$ cat config.mk
export PLATFORM = sky130hd
export DESIGN_NAME = pw_capture_sequencer
export DESIGN_NICKNAME = d
export VERILOG_FILES = /design/src/rtl/pw_capture_sequencer.sv
export SDC_FILE = /design/constraint.sdc
export NUM_CORES = 1
export LEC_CHECK = 0
export BUFFER_PORTS_ARGS = -buffer_cell sky130_fd_sc_hd__buf_2
export CAP_MARGIN = 10
export CORE_ASPECT_RATIO = 1.1
export CORE_UTILIZATION = 44
export DETAILED_ROUTE_END_ITERATION = 16
export HOLD_SLACK_MARGIN = 0.12
export PLACE_DENSITY = 0.66
export SETUP_SLACK_MARGIN = 0.1
export SKIP_CTS_REPAIR_TIMING = 1
export SYNTH_ARGS = -nofsm -noshare
export SYNTH_HDL_FRONTEND = slang
export SYNTH_SLANG_ARGS = --single-unit
$ cat constraint.sdc
create_clock -name fe_clk -period 2.35 [get_ports fe_clk]
set_input_delay 0.1175 -clock fe_clk [delete_from_list [all_inputs] [get_ports fe_clk]]
set_output_delay 0.1175 -clock fe_clk [all_outputs]
set_load 0.01 [all_outputs]
$ cat src/rtl/pw_capture_sequencer.sv
// pw_capture_sequencer: arm/flush/armed/capture/done sequencer for the sniff
// capture datapath, with a delayed trigger pulse launched on the pattern match.
// Optional feature: define PW_SEQ_TIMEOUT_EN to add an ARMED-state timeout
// (I_timeout / O_timeout ports and the ARMED cycle counter).
// Handshake note: there is no valid/ready pair here; I_arm is a level whose
// rising edge starts a capture and whose low level aborts it, and every
// output is a flop updated one cycle after the input that caused it.
module pw_capture_sequencer #(
  parameter int pCAPTURE_LEN_WIDTH   = 16,
  parameter int pTRIGGER_DELAY_WIDTH = 20,
`ifdef PW_SEQ_TIMEOUT_EN
  parameter int pTIMEOUT_WIDTH       = 32,
`endif
  parameter int pTRIGGER_WIDTH_WIDTH = 16
) (
  input  logic                            fe_clk,
  input  logic                            reset_n,
  input  logic                            I_arm,
  input  logic                            I_flush_done,
  input  logic                            I_match,
  input  logic [pCAPTURE_LEN_WIDTH-1:0]   I_capture_len,
  input  logic [pTRIGGER_DELAY_WIDTH-1:0] I_trigger_delay,
  input  logic [pTRIGGER_WIDTH_WIDTH-1:0] I_trigger_width,
  input  logic                            I_data_wr,
  input  logic                            I_fifo_full,
`ifdef PW_SEQ_TIMEOUT_EN
  input  logic [pTIMEOUT_WIDTH-1:0]       I_timeout,
  output logic                            O_timeout,
`endif
  output logic                            O_flush_req,
  output logic                            O_armed,
  output logic                            O_capture_en,
  output logic                            O_trigger,
  output logic                            O_done,
  output logic                            O_overflow,
  output logic [2:0]                      O_state,
  output logic [pCAPTURE_LEN_WIDTH-1:0]   O_captured_count
);

  localparam int LW  = pCAPTURE_LEN_WIDTH;
  // Shared delay/pulse counter sized for the wider of the two settings.
  localparam int TCW = (pTRIGGER_DELAY_WIDTH > pTRIGGER_WIDTH_WIDTH) ?
                       pTRIGGER_DELAY_WIDTH : pTRIGGER_WIDTH_WIDTH;

  typedef enum logic [2:0] {
    S_IDLE = 3'd0, S_FLUSH = 3'd1, S_ARMED = 3'd2, S_CAPTURE = 3'd3, S_DONE = 3'd4
  } state_e;

  typedef enum logic [1:0] {T_IDLE = 2'd0, T_DELAY = 2'd1, T_PULSE = 2'd2} trig_e;

  state_e                  state_q, state_d;
  trig_e                   trig_q, trig_d;
  logic                    arm_prev_q, arm_prev_d;
  logic [TCW-1:0]          tcnt_q, tcnt_d;
  logic [LW-1:0]           len_q, len_d;
  logic [TCW-1:0]          delay_q, delay_d;
  logic [TCW-1:0]          width_q, width_d;
  logic [LW-1:0]           count_q, count_d;
  logic                    overflow_q, overflow_d;
  logic                    flush_req_q, flush_req_d;
  logic                    armed_q, armed_d;
  logic                    capture_en_q, capture_en_d;
  logic                    trigger_q, trigger_d;
  logic                    done_q, done_d;
  logic                    match_take;
`ifdef PW_SEQ_TIMEOUT_EN
  logic [pTIMEOUT_WIDTH-1:0] to_cnt_q, to_cnt_d;
  logic                      timeout_q, timeout_d;
`endif

  // Main sequencer: next state, sticky flags, capture counter and config sampling.
  always_comb begin
    state_d    = state_q;
    arm_prev_d = I_arm;
    len_d      = len_q;
    delay_d    = delay_q;
    width_d    = width_q;
    count_d    = count_q;
    overflow_d = overflow_q;
    match_take = 1'b0;
`ifdef PW_SEQ_TIMEOUT_EN
    to_cnt_d   = to_cnt_q;
    timeout_d  = timeout_q;
`endif
    case (state_q)
      S_IDLE: begin
        if (I_arm && !arm_prev_q) begin
          state_d    = S_FLUSH;
          overflow_d = 1'b0;
          count_d    = '0;
`ifdef PW_SEQ_TIMEOUT_EN
          timeout_d  = 1'b0;
`endif
        end
      end
      S_FLUSH: begin
        if (!I_arm) begin
          state_d = S_IDLE;
        end else if (I_flush_done) begin
          state_d = S_ARMED;
`ifdef PW_SEQ_TIMEOUT_EN
          to_cnt_d = '0;
`endif
        end
      end
      S_ARMED: begin
        if (!I_arm) begin
          state_d = S_IDLE;
        end else if (I_match) begin
          state_d    = S_CAPTURE;
          match_take = 1'b1;
          len_d      = I_capture_len;
          delay_d    = TCW'(I_trigger_delay);
          width_d    = TCW'(I_trigger_width);
        end else begin
`ifdef PW_SEQ_TIMEOUT_EN
          if (to_cnt_q != '1) to_cnt_d = to_cnt_q + pTIMEOUT_WIDTH'(1);
          if ((I_timeout != '0) && (to_cnt_d == I_timeout)) begin
            state_d   = S_DONE;
            timeout_d = 1'b1;
          end
`endif
        end
      end
      S_CAPTURE: begin
        // A strobe into a full FIFO is flagged and dropped, never counted.
        if (I_data_wr) begin
          if (I_fifo_full) overflow_d = 1'b1;
          else if (count_q != '1) count_d = count_q + LW'(1);
        end
        if (!I_arm) begin
          state_d = S_IDLE;
        end else if ((len_q != '0) && (count_d == len_q)) begin
          state_d = S_DONE;
        end
      end
      S_DONE: begin
        if (!I_arm) state_d = S_IDLE;
      end
      default: state_d = S_IDLE;
    endcase
  end

  // Trigger sub-FSM: counts the delay from the match, then holds the pulse.
  always_comb begin
    trig_d = trig_q;
    tcnt_d = tcnt_q;
    if (!I_arm) begin
      trig_d = T_IDLE;
      tcnt_d = '0;
    end else begin
      case (trig_q)
        T_IDLE: begin
          if (match_take && (I_trigger_width != '0)) begin
            trig_d = (I_trigger_delay == '0) ? T_PULSE : T_DELAY;
            tcnt_d = TCW'(1);
          end
        end
        T_DELAY: begin
          if (tcnt_q == delay_q) begin
            trig_d = T_PULSE;
            tcnt_d = TCW'(1);
          end else begin
            tcnt_d = tcnt_q + TCW'(1);
          end
        end
        T_PULSE: begin
          if (tcnt_q == width_q) begin
            trig_d = T_IDLE;
            tcnt_d = '0;
          end else begin
            tcnt_d = tcnt_q + TCW'(1);
          end
        end
        default: begin
          trig_d = T_IDLE;
          tcnt_d = '0;
        end
      endcase
    end
  end

  // Output decode from next state so every output is a flop aligned with state.
  always_comb begin
    flush_req_d  = (state_d == S_FLUSH);
    armed_d      = (state_d == S_ARMED);
    capture_en_d = (state_d == S_CAPTURE);
    done_d       = (state_d == S_DONE);
    trigger_d    = (trig_d == T_PULSE);
  end

  // State and output registers with synchronous active-low reset.
  always_ff @(posedge fe_clk) begin
    if (!reset_n) begin
      state_q      <= S_IDLE;
      trig_q       <= T_IDLE;
      arm_prev_q   <= 1'b0;
      tcnt_q       <= '0;
      len_q        <= '0;
      delay_q      <= '0;
      width_q      <= '0;
      count_q      <= '0;
      overflow_q   <= 1'b0;
      flush_req_q  <= 1'b0;
      armed_q      <= 1'b0;
      capture_en_q <= 1'b0;
      trigger_q    <= 1'b0;
      done_q       <= 1'b0;
`ifdef PW_SEQ_TIMEOUT_EN
      to_cnt_q     <= '0;
      timeout_q    <= 1'b0;
`endif
    end else begin
      state_q      <= state_d;
      trig_q       <= trig_d;
      arm_prev_q   <= arm_prev_d;
      tcnt_q       <= tcnt_d;
      len_q        <= len_d;
      delay_q      <= delay_d;
      width_q      <= width_d;
      count_q      <= count_d;
      overflow_q   <= overflow_d;
      flush_req_q  <= flush_req_d;
      armed_q      <= armed_d;
      capture_en_q <= capture_en_d;
      trigger_q    <= trigger_d;
      done_q       <= done_d;
`ifdef PW_SEQ_TIMEOUT_EN
      to_cnt_q     <= to_cnt_d;
      timeout_q    <= timeout_d;
`endif
    end
  end

  assign O_flush_req      = flush_req_q;
  assign O_armed          = armed_q;
  assign O_capture_en     = capture_en_q;
  assign O_trigger        = trigger_q;
  assign O_done           = done_q;
  assign O_overflow       = overflow_q;
  assign O_state          = state_q;
  assign O_captured_count = count_q;
`ifdef PW_SEQ_TIMEOUT_EN
  assign O_timeout        = timeout_q;
`endif

endmodule

==> impl_results.md <==
- Full die area: 0.0129 mm²
- Antenna cells: 0
- Critical Path AT: 2.67 ns
- Crit path cell chain: ha_4 > and3_4 > nand3_4 > or3_4 > xnor2_2 > or4_4 > nor4_4 > a22o_1
- DR vias/cell: 5.50
- Multi-input gate area: 0.00333 mm²
- Area grow syn2layout: 29.7%
- GRT busiest layer: met2
- Final critical-path setup slack: -0.0347 ns
- I/O pin count: 84
- Post-layout nets: 889
- CP endpoint kind: flop
- Final setup vio count: 4
- Synth cell types: 62
- H-tree lvl count: 3
- Run status: finished, violations left
- Core Area: 0.0121 mm²
- Tmin final: 2.38 ns
- First-pass GRT wire length: 24100 µm
- Die X: 108 µm
- Vias in the first global route: 4807
- Final core utilization: 0.589
- Final hold vios: 0
- Slew margin rel.: 0.577
- Final RePlAce weighted congestion: 0.850
- Hold WS: 0.165 ns
- Total chip power: 3.35 mW
- Largest net degree at the start of global routing: 75
- Max Cap Viol: 0
- CP max stage delay: 0.60 ns
- Final HPWL DP: 11200 µm
- Syn_area_per_cell: 8.01 µm²
- M3 GR Usage: 0.0432
- M1 GR Usage: 0.330
- Synth Warn #: 0
- Clk Latency, worst-skew pair: 0.35 ns
- Fmax: 419 MHz
- Min-delay src: I_fifo_full
- Clock Skews: 0.0106 ns
- DRC: 0
- Post-route ant nets: 0
- Routed Wire Length: 16000 µm
- GRT Util Overall: 0.237
- Sequential-to-total area share from yosys stat: 0.365
- Crit Path Max Fanout: 8
- Die Y: 119 µm
- Initial Util: 0.454
- Crit path max-delay cell type: or4_4
- CP top delay family: simple AND/OR/NAND/NOR gates
- RSZ-0062 raised after global routing: yes
- Initial antenna violation count: 0
- Cts bufs inserted: 9
- Post-Syn Area: 0.00549 mm²
- Clock buffer depth: 2
- Dpl cell area: 0.00619 mm²
- Buf/Inv on CP: 0
- GRT Residual Overflow: 0
- Maximum VDD drop: 0.404 mV
- DRT iter0 DRCs: 303
- Most used DFF post-synth: dfxtp_1
- # placed instances: 911
- Post-synthesis register bit count: 100
- TritonRoute pass-1 iters: 5
- Post-Syn Nets: 746
- Grt met2 use: 0.373
- Row Count: 42
- Power Dens Cells: 471 mW/mm²
- Clock-pin slew on the worst setup and hold paths: 0.07 ns
- FF/Latch Area: 0.00203 mm²
- TritonCTS Sinks: 100
- Worst-Margin Slew: 0.635 ns
- Hold crit path type: in2reg
- CTS tree: done
- Crit share post-route: 1.01
- Worst reg2reg path endpoint: O_state[2]$_SDFF_PN0_
- R2R Path Start: O_captured_count[1]$_SDFFE_PN0P_
- # fillers: 1109
- Failing checks: negative setup slack
- Hold path depth: 3
- Hold path endpoint: O_overflow$_SDFFE_PN0P_
- Flop-to-flop setup slack: -0.03 ns
- Number of synthesized flops with an enable pin: 0
- Root Driver: clkbuf_16
- Post-Place Setup Slack: -0.0101 ns
- WL per Instance: 16.2 µm
- Leak: 2.74 nW
- Setup TNS: -0.0771 ns
- Layout cells sized above 1: 0.223
- Worst R2R Path Depth: 8
- Final Non-Filler Cells: 987
- Async set or reset register ratio after synthesis: 0
- Critical Path RT: 2.63 ns
- Startpoint types: flop
- Port Buf Inserts: 83
- Final instance area: 0.00711 mm²
- Synth Instances: 685
- Vias: 5433
- Final Max Tran Viols: 0
- Setup Crit Path Kind: reg2reg
[worst reg2reg max path: stages, from the launching register on]
cell     delay (ns)
dfxtp_4        0.39
ha_4           0.13
and3_4         0.24
nand3_4        0.07
or3_4          0.39
xnor2_2        0.14
or4_4          0.60
nor4_4         0.18
a22o_1         0.17
[sequential cells by signal (all words and copies together) (netlist names)]
register          flops
O_done                1
O_capture_en          1
trig_q                2
O_armed               1
O_state               3
arm_prev_q            1
len_q                16
delay_q              20
tcnt_q               20
O_captured_count     16
O_flush_req           1
width_q              16
O_trigger             1
O_overflow            1
[cell usage in the layout, fill, tap and decap left out, drive strengths merged, types with 22 or more instances in the layout]
cell / netlist / final
nand2: 150 / 150
buf: 15 / 129
dfxtp: 100 / 100
a21boi: 57 / 57
dlygate4sd3: 0 / 52
xnor2: 39 / 39
nor2: 39 / 39
xor2: 30 / 30
nor4: 27 / 27
o21ai: 22 / 22
[report_power, final]
group / leakage (nW) / total [mW] / switching, mW / internal [mW]
registers: 0.814 / 1.71 / 0.00838 / 1.70
clock network: 0.122 / 1.39 / 0.664 / 0.722
logic: 1.80 / 0.259 / 0.117 / 0.142
total: 2.74 / 3.35 / 0.790 / 2.56
[worst max path at each step]
stage                                          start  slack [ns]  cells after the start                      end
floorplan           O_captured_count[0]$_SDFFE_PN0P_         0.1                      9        O_done$_SDFF_PN0_
global placement    O_captured_count[1]$_SDFFE_PN0P_        0.04                      8  O_capture_en$_SDFF_PN0_
detailed placement  O_captured_count[1]$_SDFFE_PN0P_       -0.01                      8  O_capture_en$_SDFF_PN0_
CTS                 O_captured_count[7]$_SDFFE_PN0P_       -0.04                      7  O_capture_en$_SDFF_PN0_
global route        O_captured_count[1]$_SDFFE_PN0P_       -0.11                      8  O_capture_en$_SDFF_PN0_
finish              O_captured_count[1]$_SDFFE_PN0P_       -0.03                      8    O_state[2]$_SDFF_PN0_
[cells in the mapped netlist, types with 17 or more instances]
library cell,instances,area [µm²]
clkbuf_1,34,128
a21oi_1,18,90.1
nand2_1,150,563
a21boi_0,57,428
nand4_1,20,125
nand3_1,17,85.1
xnor2_1,39,342
o21ai_0,22,110
dfxtp_1,100,2000
nor4_1,23,144
xor2_1,30,263
nor2_1,38,143
[cell families after synthesis]
kind of cell               count (synthesis)  share of synthesized area
buffers and inverters                     54                     0.0461
xor gates and xnor gates                  69                      0.110
and+or+nand+nor                          326                      0.303
DFF                                      100                      0.365
muxes                                      3                    0.00570
adders and majority gates                  2                    0.00456
AOI/OAI and AO/OA                        131                      0.165
[area by class of cell]
type,instances,share of cell area
well taps,154,0.0271
multi-input cells,531,0.468
clock buffers,11,0.0327
clock inverters,5,0.00528
flip-flops and latches,100,0.285
inverters,5,0.00264
repair buffers,181,0.180
[metal layers]
metal / vias up / share of wire
met5: - / 0
met4: 0 / 0.020
met3: 29 / 0.053
met2: 168 / 0.48
met1: 2565 / 0.45
li1: 2671 / -
(Power assumes the default switching activity.)
